--- src/rtl/fir_pkg.sv ---
// Shared constants and the rounding helper for the FIR moving-sum stage
// and its averaging/decimating consumer.
package fir_pkg;

   localparam int FIR_WARMUP    = 5;
   localparam int FIR_TAPS_LOG2 = 2;
   localparam int AVG_MAX_W     = 32;

   // Round-half-up divide by the tap count, clamped to w bits.
   // Evaluated at a fixed wide width so any W up to AVG_MAX_W fits.
   function automatic logic [AVG_MAX_W-1:0] avg_round_sat(
      input logic [AVG_MAX_W+1:0] sum,
      input int                   w
   );
      logic [AVG_MAX_W+2:0] rounded;
      logic [AVG_MAX_W+2:0] limit;
      rounded = ({1'b0, sum} + (AVG_MAX_W+3)'(1 << (FIR_TAPS_LOG2 - 1))) >> FIR_TAPS_LOG2;
      limit   = ((AVG_MAX_W+3)'(1) << w) - (AVG_MAX_W+3)'(1);
      if (rounded > limit) begin
         rounded = limit;
      end
      return rounded[AVG_MAX_W-1:0];
   endfunction

endpackage

--- src/rtl/fir_avg_decim_sync_fifo.sv ---
// Small synchronous FIFO with a fall-through head: a write into an empty
// FIFO is visible on dout right after the write edge.
module sync_fifo #(
   parameter int DW    = 16,
   parameter int DEPTH = 4,
   parameter int LW    = $clog2(DEPTH) + 1
) (
   input  logic          clk,
   input  logic          reset,
   input  logic          push,
   input  logic [DW-1:0] din,
   input  logic          pop,
   output logic [DW-1:0] dout,
   output logic          empty,
   output logic          full,
   output logic [LW-1:0] level
);

   localparam int AW = $clog2(DEPTH);

   logic [DW-1:0] mem [DEPTH];
   logic [AW-1:0] wr_reg;
   logic [AW-1:0] rd_reg;
   logic [LW-1:0] level_reg;
   logic          do_push;
   logic          do_pop;

   assign empty   = (level_reg == '0);
   assign full    = (level_reg == LW'(DEPTH));
   assign do_pop  = pop & ~empty;
   // A full FIFO still accepts a write when the head leaves on the same edge.
   assign do_push = push & (~full | do_pop);

   always_ff @(posedge clk) begin
      if (do_push && !reset) begin
         mem[wr_reg] <= din;
      end
   end

   always_ff @(posedge clk) begin
      if (reset) begin
         wr_reg    <= '0;
         rd_reg    <= '0;
         level_reg <= '0;
      end else begin
         if (do_push) begin
            wr_reg <= wr_reg + AW'(1);
         end
         if (do_pop) begin
            rd_reg <= rd_reg + AW'(1);
         end
         if (do_push && !do_pop) begin
            level_reg <= level_reg + LW'(1);
         end else if (do_pop && !do_push) begin
            level_reg <= level_reg - LW'(1);
         end
      end
   end

   assign dout  = mem[rd_reg];
   assign level = level_reg;

endmodule

--- src/rtl/fir_avg_decim.sv ---
// Converts the FIR moving sum into a rounded average, skips the FIR warm-up,
// decimates by DECIM and queues results behind a valid/ready handshake.
module fir_avg_decim
   import fir_pkg::*;
#(
   parameter int W     = 16,
   parameter int DECIM = 4,
   parameter int DEPTH = 4
) (
   input  logic                   clk,
   input  logic                   reset,
   input  logic [W+1:0]           s_in,
   output logic [W-1:0]           m_data,
   output logic                   m_valid,
   input  logic                   m_ready,
   output logic [$clog2(DEPTH):0] level,
   output logic                   overflow
);

   localparam int PW = (DECIM > 1) ? $clog2(DECIM) : 1;
   localparam int CW = $clog2(FIR_WARMUP + 1);
   localparam int LW = $clog2(DEPTH) + 1;

   logic [CW-1:0] warm_reg;
   logic [PW-1:0] phase_reg;
   logic          overflow_reg;
   logic          warm_done;
   logic          take;
   logic          pop;
   logic          empty;
   logic          full;
   logic [W-1:0]  avg;
   logic [W-1:0]  head;

   assign warm_done = (warm_reg == CW'(FIR_WARMUP));
   assign take      = warm_done && (phase_reg == '0);
   assign pop       = ~empty & m_ready;
   assign avg       = W'(avg_round_sat((AVG_MAX_W+2)'(s_in), W));

   // Phase only runs once the warm-up counter has saturated, so the first
   // post-warm-up edge always lands on phase 0.
   always_ff @(posedge clk) begin
      if (reset) begin
         warm_reg     <= '0;
         phase_reg    <= '0;
         overflow_reg <= 1'b0;
      end else begin
         if (!warm_done) begin
            warm_reg <= warm_reg + CW'(1);
         end else if (phase_reg == PW'(DECIM - 1)) begin
            phase_reg <= '0;
         end else begin
            phase_reg <= phase_reg + PW'(1);
         end
         if (take && full && !pop) begin
            overflow_reg <= 1'b1;
         end
      end
   end

   sync_fifo #(
      .DW    (W),
      .DEPTH (DEPTH),
      .LW    (LW)
   ) u_fifo (
      .clk   (clk),
      .reset (reset),
      .push  (take),
      .din   (avg),
      .pop   (pop),
      .dout  (head),
      .empty (empty),
      .full  (full),
      .level (level)
   );

   // Storage is not cleared on reset; hide stale entries while empty.
   assign m_data   = empty ? '0 : head;
   assign m_valid  = ~empty;
   assign overflow = overflow_reg;

endmodule

--- config.mk ---
export PLATFORM = sky130hd
export DESIGN_NAME = fir_avg_decim
export DESIGN_NICKNAME = d
export VERILOG_FILES = /design/src/rtl/fir_pkg.sv /design/src/rtl/fir_avg_decim_sync_fifo.sv /design/src/rtl/fir_avg_decim.sv
export SDC_FILE = /design/constraint.sdc
export NUM_CORES = 1
export LEC_CHECK = 0
export CORE_ASPECT_RATIO = 1.5
export CORE_MARGIN = 3
export CORE_UTILIZATION = 30
export CTS_BUF_LIST = sky130_fd_sc_hd__clkbuf_4
export CTS_CLUSTER_SIZE = 12
export DETAILED_ROUTE_END_ITERATION = 7
export GPL_TIMING_DRIVEN = 0
export PLACE_DENSITY_LB_ADDON = 0.12
export SETUP_SLACK_MARGIN = 0.05
export SLEW_MARGIN = 5
export SYNTH_ARGS = -nofsm -noshare
export SYNTH_HDL_FRONTEND = slang
export SYNTH_SLANG_ARGS = --single-unit
--- constraint.sdc ---
create_clock -name clk -period 2.2 [get_ports clk]
set_input_delay 0.33 -clock clk [delete_from_list [all_inputs] [get_ports clk]]
set_output_delay 0.33 -clock clk [all_outputs]
set_load 0.03 [all_outputs]
* After elaboration in Yosys (flattened, before gate mapping)
Memory sizes are Yosys's and may differ from the RTL's. A register that Yosys moved wholly into a read port is not among the register bits.
Cells that the tools add are included.
** Storage, ports and cells
- Bits in registers :: 13
- Bits in writable memories :: 64
- Input port bits :: 21
- Output and inout bits :: 21
- Word-level logic and storage cells :: 46
- Memories kept :: 1
** Memory list
- u_fifo.mem :: words 4, width 16, read ports 1, clocked after Yosys merged registers in 1, wr ports 1, RTL line fir_avg_decim_sync_fifo.sv:21 : logic [DW-1:0] mem [DEPTH];
** Cells by class
- Add/sub/neg operators :: 7
- Order comparisons :: 1
- Eq/ne operators :: 3
- Multiplexer cells :: 9
- Bitwise gates (word level) :: 6
- Reductions and logical operators :: 13
** Operators with widths (count)
- 2-to-1 mux 16 bit :: 2
- adder 18 x 2 -> 19 bit (second input constant) :: 1
- > comparator 17 x 16 -> 1 bit (second input constant) :: 1
- adder 2 x 1 -> 2 bit (second input constant) :: 3
- adder 3 x 1 -> 3 bit (second input constant) :: 2
- equality test 3 bit (second input constant) :: 2
- logical AND 1 bit :: 6
- 2-to-1 mux 2 bit :: 3
- 2-to-1 mux 3 bit :: 2
- zero test 1 bit :: 4
- bitwise AND 1 bit :: 3
- zero test 3 bit :: 1
- subtractor 3 x 1 -> 3 bit (second input constant) :: 1
- equality test 2 bit (second input constant) :: 1
- zero test 2 bit :: 1
- 2-to-1 mux 1 bit :: 2
- inverter 1 bit :: 2
- nonzero test 2 bit :: 1
- bitwise OR 1 bit :: 1

* Longest topological paths before layout
- Word-level depth :: 10
- Gate-level depth with buffers :: 10

* Hierarchy
Synthesis repeated with hierarchy kept, for this count alone.
** Unflattened totals
- Cells, all modules :: 247
- Area, all modules :: 3572.2 um^2
** By module, submodules not included
- sync_fifo :: instances 1, cells an instance 133, area each 2790.2 um^2, sequential area each 2102.0 um^2
- fir_avg_decim :: instances 1, cells an instance 114, area each 782.0 um^2, sequential area each 120.1 um^2

* Worst setup path before layout
Ideal clock, no wire load.
- Path type :: register to register
- From :: reg u_fifo.level_reg[0], in the netlist u_fifo.level[0]
- To :: reg u_fifo.level_reg[2], in the netlist u_fifo.level[2]
- Library setup time :: 70 ps
- Data arrival time :: 2248 ps
- Required time :: 2130 ps
- Slack :: -118 ps
- Cell stages (with the launch flop) :: 10
- Path buffers :: 1
- Clock period less this slack :: 2318 ps
- Cells stage by stage :: dfxtp_1 -> or3_1 -> clkbuf_1 -> nand2_1 -> ha_1 -> inv_1 -> fa_1 -> xor2_1 -> or3_1 -> a21oi_1
** Between the ends
- Word-level cells in the longest chain between the ends :: 9
** Ends and longest elaborated chain
- start, declared :: RTL line fir_avg_decim_sync_fifo.sv:24 : logic [LW-1:0] level_reg;
- start signal, assigned :: RTL line fir_avg_decim_sync_fifo.sv:53 : level_reg <= level_reg + LW'(1);
- start signal, assigned :: RTL line fir_avg_decim_sync_fifo.sv:55 : level_reg <= level_reg - LW'(1);
- zero test 3 bit :: RTL line fir_avg_decim_sync_fifo.sv:28 : assign empty = (level_reg == '0);
- inverter 1 bit :: RTL line fir_avg_decim_sync_fifo.sv:30, fir_avg_decim.sv:37
- bitwise AND 1 bit :: RTL line fir_avg_decim.sv:37 : assign pop = ~empty & m_ready;
- bitwise AND 1 bit :: RTL line fir_avg_decim_sync_fifo.sv:30 : assign do_pop = pop & ~empty;
- bitwise OR 1 bit :: RTL line fir_avg_decim_sync_fifo.sv:32 : assign do_push = push & (~full | do_pop);
- bitwise AND 1 bit :: RTL line fir_avg_decim_sync_fifo.sv:32
- zero test 1 bit :: RTL line fir_avg_decim_sync_fifo.sv:54 : end else if (do_pop && !do_push) begin
- logical AND 1 bit :: RTL line fir_avg_decim_sync_fifo.sv:54
- nonzero test 2 bit (no source line)
Parallel ways exist; a longest one is shown, timed or not. The select of a mux whose other input is x is not followed.
A chain may end at the register's enable or synchronous reset.

==> flow_summary.yaml <==
timing:
  finalSetupViolCount: 0
  slew_headroom_pct: 63.2
  rsz0062_at_grt: "true"
  fin_setup_tns_ns: 0
  report.final.slew_viol_count: 0
  hold_slack_ns: 0.485
  fmaxAchievable_mhz: 460
  tightest_slew_ns: 0.546
  finalCriticalPeriod_ns: 2.17
  period_share_pct: 98.8
  fin_skew_ns: 0.0159
  hold_violations: 0
  setup_slack_ns: 0.0262
setup_path:
  r2r-start: "warm_reg[1]$_SDFFE_PP0P_"
  start_kind: "flop"
  crit_family: "multiplexers"
  cpPeakStageDelay_ns: 0.47
  cp_slowest_cell: "mux4_2"
  required_ns: 1.87
  cp.arrival_ns: 1.84
  r2r_cells: 10
  r2r_setup_slack_ns: 0.03
  path_max_fanout: 5
  path_depth: 6
  critPathMostFrequentCell: "buf_6"
  cp_cell_sequence: "buf_8 > buf_12 > buf_6 > mux4_2 > and2_4 > buf_6"
  critical_path_class: "reg2out"
  end_kind: "output pin"
  path_buf_inv: 4
  reg2reg_to: "u_fifo.level[2]$_SDFFE_PP0P_"
hold_path:
  min_path_cells: 2
  hold_path_end: "overflow$_SDFFE_PP0P_"
  min_from: "overflow$_SDFFE_PP0P_"
  hold_path_class: "reg2reg"
clocking:
  ctsHtreeMaxLevel: 3
  cts_sinks: 79
  clockBufferDepth: 2
  clock_latency_ns: 0.43
  cts_tree: "done"
  postCtsHoldBufs: 0
  path_clk_slew_ns: 0.12
  cts-root-buf: "clkbuf_4"
  cts_made_buffers: 9
layout:
  final_area_um2: 4560
  drive_above_1_share_pct: 35.3
  num_antenna_cells: 0
  area_growth_pct: 28.1
  largest_register_ffs: 64
  nets: 333
  final_core_util_pct: 39.5
place:
  dp_hpwl_mm: 5.10
  post-place-ws_ns: -0.599
  gp_congestion: 0.703
  place_area_um2: 4220
  io_buffers: 40
route:
  drt_wl_total_mm: 7.59
  viasPerCell: 4.59
  wl_per_cell_um: 16.6
  first_iter_violations: 85
  drtAntennaViolNets: 0
  drc: 0
  dr.pass1.iters: 4
  vias: 2091
power_and_ir_drop:
  pwr-share-seq_pct: 40.1
  ir_worst_vdd_mv: 0.602
  comb_power_share_pct: 37.0
  power_leakage_uw: 0.00161
  p_clk_share_pct: 22.9
  internal_power_uw: 2940
  p_sw_share_pct: 30.6
  p_sw_uw: 1300
  power_density_nw_per_um2: 930
synthesis:
  ys_seq_area_share_pct: 62.4
  ys_seq_elements: 79
  synthCells: 237
  ys_warn_count: 0
  synth_cell_types: 40
  netlist_area_um2: 3560
  synth_nets: 269
  syn_area_per_cell_um2: 15.0
  async_reset_ff_share_pct: 0
  synth_edf_count: 64
  ys.flop_type: "edfxtp_1"
run:
  drv_cap: 0
die:
  die_x_um: 94.9
  ioPinCount: 42
  core-area_um2: 11500
  initial_core_util_pct: 30.9
  fp-row-count: 48
  die-area_um2: 13200
  die_y_um: 139
global_routing:
  grt-ovfl-total: 0
  grt_pass1_wl_mm: 12.1
  grt_pass1_vias: 2236
  grt_usage_pct: 12.4
  grt_max_degree: 17
  antenna_found_initial: 0
run_status:
  status: "finished, final reports clean"
## power by group through the flow
| stage | sequential [uW] | combinational, uW | clock [uW] |
|---|---|---|---|
| floorplan | 1770 | 779 | 0 |
| global placement | 1740 | 1290 | 0 |
| detailed placement | 1740 | 1300 | 0 |
| CTS | 1700 | 1650 | 1010 |
| global route | 1710 | 1680 | 1080 |
| finish | 1700 | 1570 | 970 |
## worst max-delay path by stage
| stage | startpoint | end | slack [ns] |
|---|---|---|---|
| after CTS | flop | m_data[10] | -0.15 |
| after detailed placement | m_ready | u_fifo.mem[0][3]$_DFFE_PP_ | -0.60 |
| after global placement | m_ready | u_fifo.mem[0][6]$_DFFE_PP_ | -0.62 |
| after global routing | flop | m_data[10] | -0.08 |
| final | flop | m_data[10] | 0.03 |
| after floorplan | u_fifo.level[0]$_SDFFE_PP0P_ | u_fifo.level[2]$_SDFFE_PP0P_ | 0.07 |
## per-layer routing
layer  wire [um]  up-vias  global-route usage [%]
met3         396        8                    4.22
met1        3090     1016                    14.2
met4         116        0                    4.56
met2        3980       43                    21.2
met5           0        -                       0
li1            -     1024                       -
## stage by stage
| step | instances | total power [uW] |
|---|---|---|
| after floorplan | 237 | 2550 |
| after global placement | 427 | 3030 |
| after detailed placement | 427 | 3040 |
| after CTS | 456 | 4360 |
| after global routing | 456 | 4460 |
| final | 456 | 4240 |
## cell usage in the layout (no fill, tap or decap), drive strengths merged
cell and n:
nor4b 1, a21oi 7, mux2i 2, clkinv 3, nor3b 1, nand2 15, a41oi 1, edfxtp 64
xnor2 8, a31oi 4, nand2b 1, bufinv 2, nor4 1, nor3 4, clkbuf 12, and4 2
inv 9, nand3 7, fa 1, and2 20, ha 10, clkdlybuf4s50 23, or3 2, a31o 1
mux4 16, xor2 6, and2b 1, nor2b 1, buf 36, dfxtp 15, mux2 1, nor2 16
and4b 1, o21ai 3, nand4 4, a211oi 1, and3 4
## worst register-to-register path: cells and delay by family (launching register included)
kind            cells  cell delay [ns]
fa+ha+maj           3             0.67
compound gates      1             0.14
xor+xnor            1             0.15
flops               1             0.35
buf+inv             2             0.09
simple gates        3             0.69
## synthesized netlist by cell type (4+ instances only)
library cell | n | share of area, %
edfxtp_1 | 64 | 54
nor2_1 | 16 | 1.7
and3_1 | 4 | 0.70
a31oi_1 | 4 | 0.70
a21oi_1 | 7 | 0.98
mux4_1 | 7 | 5.2
and2_1 | 20 | 3.5
nand2_1 | 15 | 1.6
xnor2_1 | 8 | 2.0
ha_1 | 10 | 3.5
mux4_2 | 9 | 5.7
dfxtp_1 | 15 | 8.4
xor2_1 | 6 | 1.5
inv_1 | 8 | 0.84
nand3_1 | 7 | 0.98
## final cells by class
cell class	count	area [um^2]
inverters	8	30.0
clock inverters	6	83.8
fillers	1110	6970
repair buffers	55	559
clock buffers	10	75.1
well taps	150	188
plain buffers	6	52.6
multi-input cells	142	1330
flip-flops and latches	79	2240
## cells by family (layout without fill, tap and decap cells)
family                   count (synthesis)  count (layout)  synth area share (%)
AO/OA/AOI/OAI                           17              17                  2.81
AND/OR/NAND/NOR                         81              81                  12.9
buffers and inverters                   16              85                  2.64
multiplexers                            19              19                  11.7
adder cells (fa/ha/maj)                 11              11                  4.08
flip-flops                              79              79                  62.4
XOR/XNOR                                14              14                  3.44
## timing repair
item                                   CTS  global route
gates resized for setup                153             9
pin swaps                                6            16
endpoints found under the hold margin    0             0
gates cloned                             1             0
setup endpoints to repair               82            71
buffers inserted                        12             4
(Power assumes the default switching activity.)
